==> config.mk <==
export PLATFORM = sky130hd
export DESIGN_NAME = ahb_rr_arbiter
export DESIGN_NICKNAME = d
export VERILOG_FILES = /design/src/rtl/ahb_rr_arbiter.sv
export SDC_FILE = /design/constraint.sdc
export NUM_CORES = 1
export LEC_CHECK = 0
export ABC_AREA = 1
export BUFFER_PORTS_ARGS = -buffer_cell sky130_fd_sc_hd__buf_2
export CELL_PAD_IN_SITES_DETAIL_PLACEMENT = 1
export CELL_PAD_IN_SITES_GLOBAL_PLACEMENT = 1
export CORE_UTILIZATION = 39
export DETAILED_ROUTE_END_ITERATION = 10
export PLACE_DENSITY_LB_ADDON = 0.1
export SLEW_MARGIN = 25
export SYNTH_ARGS = -nofsm -noshare
export SYNTH_HDL_FRONTEND = slang
export SYNTH_SLANG_ARGS = --single-unit
==> constraint.sdc <==
create_clock -name i_hclk -period 2.1 [get_ports i_hclk]
set_input_delay 0.42 -clock i_hclk [delete_from_list [all_inputs] [get_ports i_hclk]]
set_output_delay 0.42 -clock i_hclk [all_outputs]
set_load 0.02 [all_outputs]
==> src/rtl/ahb_rr_arbiter.sv <==
// ahb_rr_arbiter
// Round-robin AHB arbiter sharing one subordinate path among NUM_MGR managers.
// Grants are held across fixed-length bursts, SPLIT responses mask the
// data-phase owner until its i_hsplit pulse, and the bus parks on DEFAULT_MGR
// when nobody eligible is requesting.
// Optional feature macro: AHB_ARB_HLOCK_EN adds i_hlock / o_hmastlock so a
// manager can hold the bus across several transfers (locked sequences).

module ahb_rr_arbiter #(
  parameter int NUM_MGR     = 4,
  parameter int DEFAULT_MGR = 0,
  parameter int MW          = $clog2(NUM_MGR)
) (
  input  logic               i_hclk,
  input  logic               i_hreset_n,
  input  logic [NUM_MGR-1:0] i_hbusreq,
  input  logic [NUM_MGR-1:0] i_hsplit,
  input  logic [1:0]         i_htrans,
  input  logic [2:0]         i_hburst,
  input  logic               i_hready,
  input  logic [1:0]         i_hresp,
`ifdef AHB_ARB_HLOCK_EN
  input  logic [NUM_MGR-1:0] i_hlock,
  output logic               o_hmastlock,
`endif
  output logic [NUM_MGR-1:0] o_hgrant,
  output logic [MW-1:0]      o_hmaster
);

  localparam logic [1:0] HTRANS_IDLE   = 2'd0;
  localparam logic [1:0] HTRANS_BUSY   = 2'd1;
  localparam logic [1:0] HTRANS_NONSEQ = 2'd2;
  localparam logic [1:0] HTRANS_SEQ    = 2'd3;

  localparam logic [1:0] HRESP_OKAY  = 2'd0;
  localparam logic [1:0] HRESP_SPLIT = 2'd3;

  localparam logic [MW-1:0]      DEF_IDX   = MW'(DEFAULT_MGR);
  localparam logic [NUM_MGR-1:0] ONE_BIT   = {{(NUM_MGR-1){1'b0}}, 1'b1};
  localparam logic [NUM_MGR-1:0] DEF_GRANT = ONE_BIT << DEFAULT_MGR;

  typedef enum logic [1:0] {
    PARK  = 2'd0,
    OWN   = 2'd1,
    BURST = 2'd2
  } state_t;

  state_t               state;
  logic [4:0]           r_rem;
  logic [NUM_MGR-1:0]   r_mask;
  logic [MW-1:0]        r_last;
  logic [MW-1:0]        r_dmaster;

  logic [MW-1:0]        grant_idx;
  logic [4:0]           reload;
  logic [4:0]           rem_nxt;
  logic [NUM_MGR-1:0]   eligible;
  logic                 rr_found;
  logic [MW-1:0]        rr_idx;
  logic [MW-1:0]        cand;
  logic [NUM_MGR-1:0]   new_grant;
  logic                 owner_masked;
  logic                 err_cycle;
  logic                 split_first;
  logic [NUM_MGR-1:0]   split_set;
  logic                 lock_hold;
  logic                 arb_point;

`ifdef AHB_ARB_HLOCK_EN
  logic                 r_dlock;
`endif

  // Convert the one-hot grant into the index of the manager currently granted
  always_comb begin
    grant_idx = '0;
    for (int i = 0; i < NUM_MGR; i++) begin
      if (o_hgrant[i]) grant_idx = MW'(i);
    end
  end

  // Beats remaining after the first beat of a fixed burst; SINGLE/INCR have no fixed tail
  always_comb begin
    reload = 5'd0;
    unique case (i_hburst[2:1])
      2'b00:   reload = 5'd0;
      2'b01:   reload = 5'd3;
      2'b10:   reload = 5'd7;
      default: reload = 5'd15;
    endcase
  end

  // Beat counter value after this accept, derived from the transfer type presented
  always_comb begin
    rem_nxt = 5'd0;
    unique case (i_htrans)
      HTRANS_IDLE:   rem_nxt = 5'd0;
      HTRANS_BUSY:   rem_nxt = r_rem;
      HTRANS_NONSEQ: rem_nxt = reload;
      default:       rem_nxt = (r_rem != 5'd0) ? (r_rem - 5'd1) : 5'd0;
    endcase
  end

  // Round-robin search starting just after the last winner, so the last winner is checked last
  always_comb begin
    eligible = i_hbusreq & ~r_mask;
    rr_found = 1'b0;
    rr_idx   = DEF_IDX;
    cand     = '0;
    for (int k = 1; k <= NUM_MGR; k++) begin
      cand = MW'((int'(r_last) + k) % NUM_MGR);
      if (!rr_found && eligible[cand]) begin
        rr_found = 1'b1;
        rr_idx   = cand;
      end
    end
    new_grant = rr_found ? (ONE_BIT << rr_idx) : DEF_GRANT;
  end

  // Response decode and arbitration-point qualification
  always_comb begin
    err_cycle    = !i_hready && (i_hresp != HRESP_OKAY);
    split_first  = !i_hready && (i_hresp == HRESP_SPLIT);
    split_set    = split_first ? (ONE_BIT << r_dmaster) : '0;
    owner_masked = r_mask[grant_idx];
`ifdef AHB_ARB_HLOCK_EN
    lock_hold    = i_hlock[grant_idx];
`else
    lock_hold    = 1'b0;
`endif
    arb_point    = i_hready && !lock_hold && ((rem_nxt == 5'd0) || owner_masked);
  end

  // Main arbiter state: grant, owner pipeline, burst tracking and RR pointer
  always_ff @(posedge i_hclk or negedge i_hreset_n) begin
    if (!i_hreset_n) begin
      state     <= PARK;
      o_hgrant  <= DEF_GRANT;
      o_hmaster <= DEF_IDX;
      r_dmaster <= DEF_IDX;
      r_rem     <= 5'd0;
      r_last    <= DEF_IDX;
`ifdef AHB_ARB_HLOCK_EN
      o_hmastlock <= 1'b0;
      r_dlock     <= 1'b0;
`endif
    end else if (err_cycle) begin
      r_rem <= 5'd0;
      if (state == BURST) state <= OWN;
    end else if (i_hready) begin
      r_dmaster <= o_hmaster;
      o_hmaster <= grant_idx;
`ifdef AHB_ARB_HLOCK_EN
      r_dlock     <= o_hmastlock;
      o_hmastlock <= i_hlock[grant_idx];
`endif
      if (arb_point) begin
        r_rem    <= 5'd0;
        o_hgrant <= new_grant;
        if (rr_found) r_last <= rr_idx;
        state    <= rr_found ? OWN : PARK;
      end else begin
        r_rem <= rem_nxt;
        if (rem_nxt != 5'd0) begin
          state <= BURST;
        end else begin
          state <= (state == PARK) ? PARK : OWN;
        end
      end
    end
  end

  // Split mask: set on the first SPLIT cycle for the data-phase owner, cleared by i_hsplit; set wins
  always_ff @(posedge i_hclk or negedge i_hreset_n) begin
    if (!i_hreset_n) begin
      r_mask <= '0;
    end else begin
      r_mask <= (r_mask & ~i_hsplit) | split_set;
    end
  end

`ifdef AHB_ARB_HLOCK_EN
  // A SPLIT on a locked transfer is a subordinate protocol violation; flag it in simulation
  always @(posedge i_hclk) begin
    if (i_hreset_n && split_first) begin
      assert (!r_dlock)
        else $error("ahb_rr_arbiter: SPLIT response to locked manager %0d", r_dmaster);
    end
  end
`endif

endmodule

[Word-level counts from Yosys, hierarchy flattened]
Cells that the tools add are included.
Widths: inputs -> output; s select.
Word-level totals
  memory bits (writable): 0
  bits of input ports: 18
  ROM bits: 0
  output and inout port bits: 6
  bits in registers: 19
  latch bits: 0
  memories kept: 0
  word-level logic and storage cells: 78
Cells by class
  equality and inequality tests: 5
  bitwise operators: 6
  add/sub/neg operators: 5
  mux-type cells: 29
  divide/modulo/power cells: 0
  reductions and logical operators: 20
  shifts and indexed selects: 2
  multipliers: 0
  order comparisons: 5
Operators by type and width (count)
  $mux 5: 4
  $lt 2x3->1 const B: 5
  $pmux 5 s3: 1
  $mux 2: 6
  $pmux 4 s3: 1
  $bmux 1 s2: 5
  $mux 1: 10
  $and 4x4->4: 2
  $mux 4: 2
  $not 4->4: 2
  $shl 1x2->4 const A: 2
  $eq 2x2->1 const B: 3
  $logic_and 1x1->1: 6
  $logic_not 5->1: 1
  $reduce_bool 5->1: 1
  $sub 5x1->5 const B: 1
  $add 2x1->2 const B: 2
  $add 2x2->2 const B: 2
  $eq 2x1->1 const B: 2
  $logic_not 1->1: 4
  $logic_not 2->1: 2
  $or 4x4->4: 1
  $reduce_and 4->1: 1
  $reduce_bool 2->1: 2
  4 further kinds: 4

[Depth between registers and ports, before layout]
  word-level depth: 16
  depth in mapped cells: 14

[Least setup slack after synthesis]
OpenSTA, ideal clock, no wires.
  path kind: register to register
  from: reg r_rem[0]
  to: reg r_last[0]
  required time: 1976 ps
  setup time: 124 ps
  slack: 559 ps
  cell stages (with the launch flop): 12
  path buffers: 0
  data arrival time: 1417 ps
  cells stage by stage: dfrtp_1 -> inv_1 -> ha_1 -> nand3_1 -> nand2_1 -> nor2_1 -> nor2_1 -> nand3_1 -> nand2_1 -> nand3_1 -> nand2_1 -> o21ai_1
Between the ends
  word-level cells in the longest chain between the ends: 7
  elaborated cells on any way between the ends: 8
RTL lines
  from (decl): RTL line 49  | logic [4:0] r_rem;
  from (signal assigned): RTL line 162  | r_rem <= rem_nxt;
  $sub 5x1->5 or $reduce_bool 5->1 (tied branches): RTL line 99  | default: rem_nxt = (r_rem != 5'd0) ? (r_rem - 5'd1) : 5'd0;
  $mux 5: RTL line 99
  $pmux 5 s3 (*): RTL line 95  | unique case (i_htrans)
  $logic_not 5->1 (*): RTL line 130  | arb_point = i_hready && !lock_hold && ((rem_nxt == 5'd0) || owner_masked);
  $logic_or 1x1->1 (*): RTL line 130
  $logic_and 1x1->1 (*): RTL line 130
  $reduce_and 4->1 (no source line) (*)
  to (signal assigned): RTL line 159  | if (rr_found) r_last <= rr_idx;
  to (decl): RTL line 51  | logic [MW-1:0] r_last;
Every way passes the cells marked *; elsewhere a longest branch is shown, timed or not.
A chain may end at the register's enable or synchronous reset.

[Final worst setup path]
  from: reg r_rem[0]
  to: reg o_hgrant[1]
Between the ends
  word-level cells in the longest chain between the ends: 7
  elaborated cells on any way between the ends: 8
RTL lines
  $sub 5x1->5 or $reduce_bool 5->1 (tied branches): RTL line 99
  $mux 5: RTL line 99
  $pmux 5 s3 (*): RTL line 95
  $logic_not 5->1 (*): RTL line 130
  $logic_or 1x1->1 (*): RTL line 130
  $logic_and 1x1->1 (*): RTL line 130
  $reduce_and 3->1 (no source line) (*)
  to (signal assigned): RTL line 158  | o_hgrant <= new_grant;
  to (decl): RTL line 26  | output logic [NUM_MGR-1:0] o_hgrant,
Marks and branches as above.

==> run metrics <==
status finished, final reports clean; wl on met1 ~1.6 mm; met3 routed WL 103 microns; crit share post-route 0.887; Worst Setup Start Kind flip-flop; Int Pwr 0.942 mW; Switching Fraction 0.524; DIE AREA ~3600 sq um; fin. max-slew vios 0; Die Span Y approximately 60 microns; setup_tns 0 ns; Leak Pwr 0.835 nW; Worst-path clk slew about 0.11 ns; RSZ-0062 raised after global routing no; row count 20; reg-to-reg startpoint r_rem[0]; cts bufs inserted 3; Nets between 200 and 250; post-synthesis net count 213; vias 1290; clk buf depth 2; commonest cells after routing, fill and taps aside nand2_1, nand3_1, inv_1; CTS sink cnt 19; Async S/R FF share, synth 1.00; largest net degree at the start of global routing 20; CTS tree yes; Yosys cell types 26; register area share after synthesis 0.361; drt pass-1 iters 4; Achievable Freq 537 MHz; Initial Util 0.422; DR WL/cell 12.9 microns; worst vdd ir 0.574 mV; final wirelength 3.37 mm; Detail Route Antenna Nets 0; final setup fails 0; Crit. End Element flip-flop; critical path arrival around 2.1 ns; port bufs 22; number of diodes 0; Comb power frac 0.609; core box area roughly 3100 sq um; Worst setup startpoint r_rem[0]; # IOs 24; worst-skew pair later-pin latency about 0.29 ns; final hold vios 0; post-CTS sizing 0; Post-Syn Instances 194; Layout Skew between 0.007 and 0.008 ns; Post-DP HPWL about 2.8 mm; vias in the first global route around 1300; # DRC 0; share of cells above drive strength 1 0.252; Main synth FF type dfrtp_1; first-pass GRT wire length ~6 mm; Syn Area/Cell 6.81 sq um; critical path class flip-flop to flip-flop; crit path max fanout 6; Post-synth EDFFs 0; Flop pwr share 0.302; gr ovfl total 0; Root Buffer clkbuf_4; WP data required between 2 and 2.5 ns; commonest non-fill, non-tap cell in the layout nand2_1; Max-Cap Viols 0; met2 routed WL ~1.6 mm; Slew HR 0.715; synthesis-stage register bit count 19; clock power share 0.090; Die W between 60 and 70 microns; Initial DRC Count between 50 and 60; uppermost layer routed met4; H-tree levels 1; Core Util, Final 0.480; Least-Margin Pin Slew 0.428 ns; Routability Congestion between 0.8 and 0.9; Final min period around 1.9 ns; GRT Total Usage 0.216; Cell Area, Synth approximately 1300 sq um; area grow syn2layout 13.6%; initial antenna violation count 0; Hold-fix buffers, CTS 0; Cell Pwr Density approximately 1300 nW/um^2; drt via density a little under 5; PnR Total Power about 2.0 mW; Switch Pwr 1.04 mW; Post CTS Setup Buffer Count 0; min-delay worst type input port to async pin; warnings from Yosys 0
==> final cells by class <==
class	count	area, sq um
Clock buffer	3	22.5
Clock inverter	1	5.00
Fill cell	448	1630
Inverter	32	128
Multi-Input combinational cell	141	704
Sequential cell	19	477
Tap cell	44	55.1
Timing Repair Buffer	22	110
==> cell usage after synthesis (2+ instances only) <==
| master | instances | area share |
|---|---|---|
| inv_1 | 24 | 0.068 |
| nor2_1 | 18 | 0.051 |
| nand2_2 | 10 | 0.047 |
| nand2_4 | 2 | 0.017 |
| nand3_2 | 3 | 0.023 |
| nand2_1 | 54 | 0.15 |
| o21ai_0 | 9 | 0.034 |
| nand4_1 | 2 | 0.0095 |
| o22ai_1 | 4 | 0.019 |
| dfrtp_1 | 18 | 0.34 |
| inv_2 | 7 | 0.020 |
| nand3_1 | 27 | 0.10 |
| o21ai_1 | 2 | 0.0076 |
| o32ai_1 | 2 | 0.013 |
==> cell families (layout without fill, tap and decap cells) <==
group | count (synthesis) | count (layout) | share of synthesized area
compound gates | 21 | 21 | 0.0985
buf+inv | 34 | 58 | 0.108
fa+ha+maj | 1 | 1 | 0.00947
simple gates | 119 | 119 | 0.423
flops | 19 | 19 | 0.361
==> sequential cells by signal (all words and copies together), names as in the netlist <==
signal     cells
r_last         2
r_rem          5
o_hgrant       4
o_hmaster      2
r_dmaster      2
r_mask         4
==> layer usage <==
layer / GRT usage / vias up
li1: - / 670
met1: 0.292 / 592
met2: 0.366 / 26
met3: 0.0303 / 2
met4: 0.0399 / 0
met5: 0 / -
==> worst max-delay path: stages (launching register included) <==
cell      delay, ns
dfrtp_1        0.38
inv_1          0.17
ha_2           0.25
nand3_1        0.15
nand3b_1       0.12
nand2_1        0.07
nor2_1         0.12
nand3_1        0.08
nand2_1        0.11
nand2_2        0.11
inv_2          0.10
nand3_1        0.08
nand2_1        0.07
==> path summary, 6_finish.rpt <==
check	slack (ns)	endpoint	cells after the start
worst min register to register	0.48	o_hgrant[0]	2
worst min-delay path	0.05	r_dmaster[0]	1
worst max register to register	0.24	o_hgrant[1]	12
min in group i_hclk	0.31	r_mask[2]	2
worst max-delay path	0.24	o_hgrant[1]	12
max in group asynchronous	1.71	o_hgrant[0]	1
==> per-stage QoR <==
| step | hold slack (ns) | setup slack, ns | instances | area (sq um) |
|---|---|---|---|---|
| 2_1_floorplan | 0.124 | 0.559 | 194 | 1320 |
| 3_3_place_gp | 0.379 | 0.323 | 258 | 1470 |
| 3_5_place_dp | 0.380 | 0.235 | 258 | 1470 |
| 4_1_cts | 0.0509 | 0.186 | 262 | 1500 |
| 5_1_grt | 0.0563 | 0.00591 | 262 | 1500 |
| 6_report | 0.0494 | 0.238 | 262 | 1500 |
==> power by group through the flow <==
stage,sequential [mW],combinational [mW],clock (mW)
finish,0.598,1.21,0.177
global route,0.619,1.38,0.199
CTS,0.596,1.22,0.187
detailed placement,0.603,1.21,0
global placement,0.595,1.14,0
floorplan,0.614,0.906,0
No activity file was read; power rests on OpenSTA's default activity.
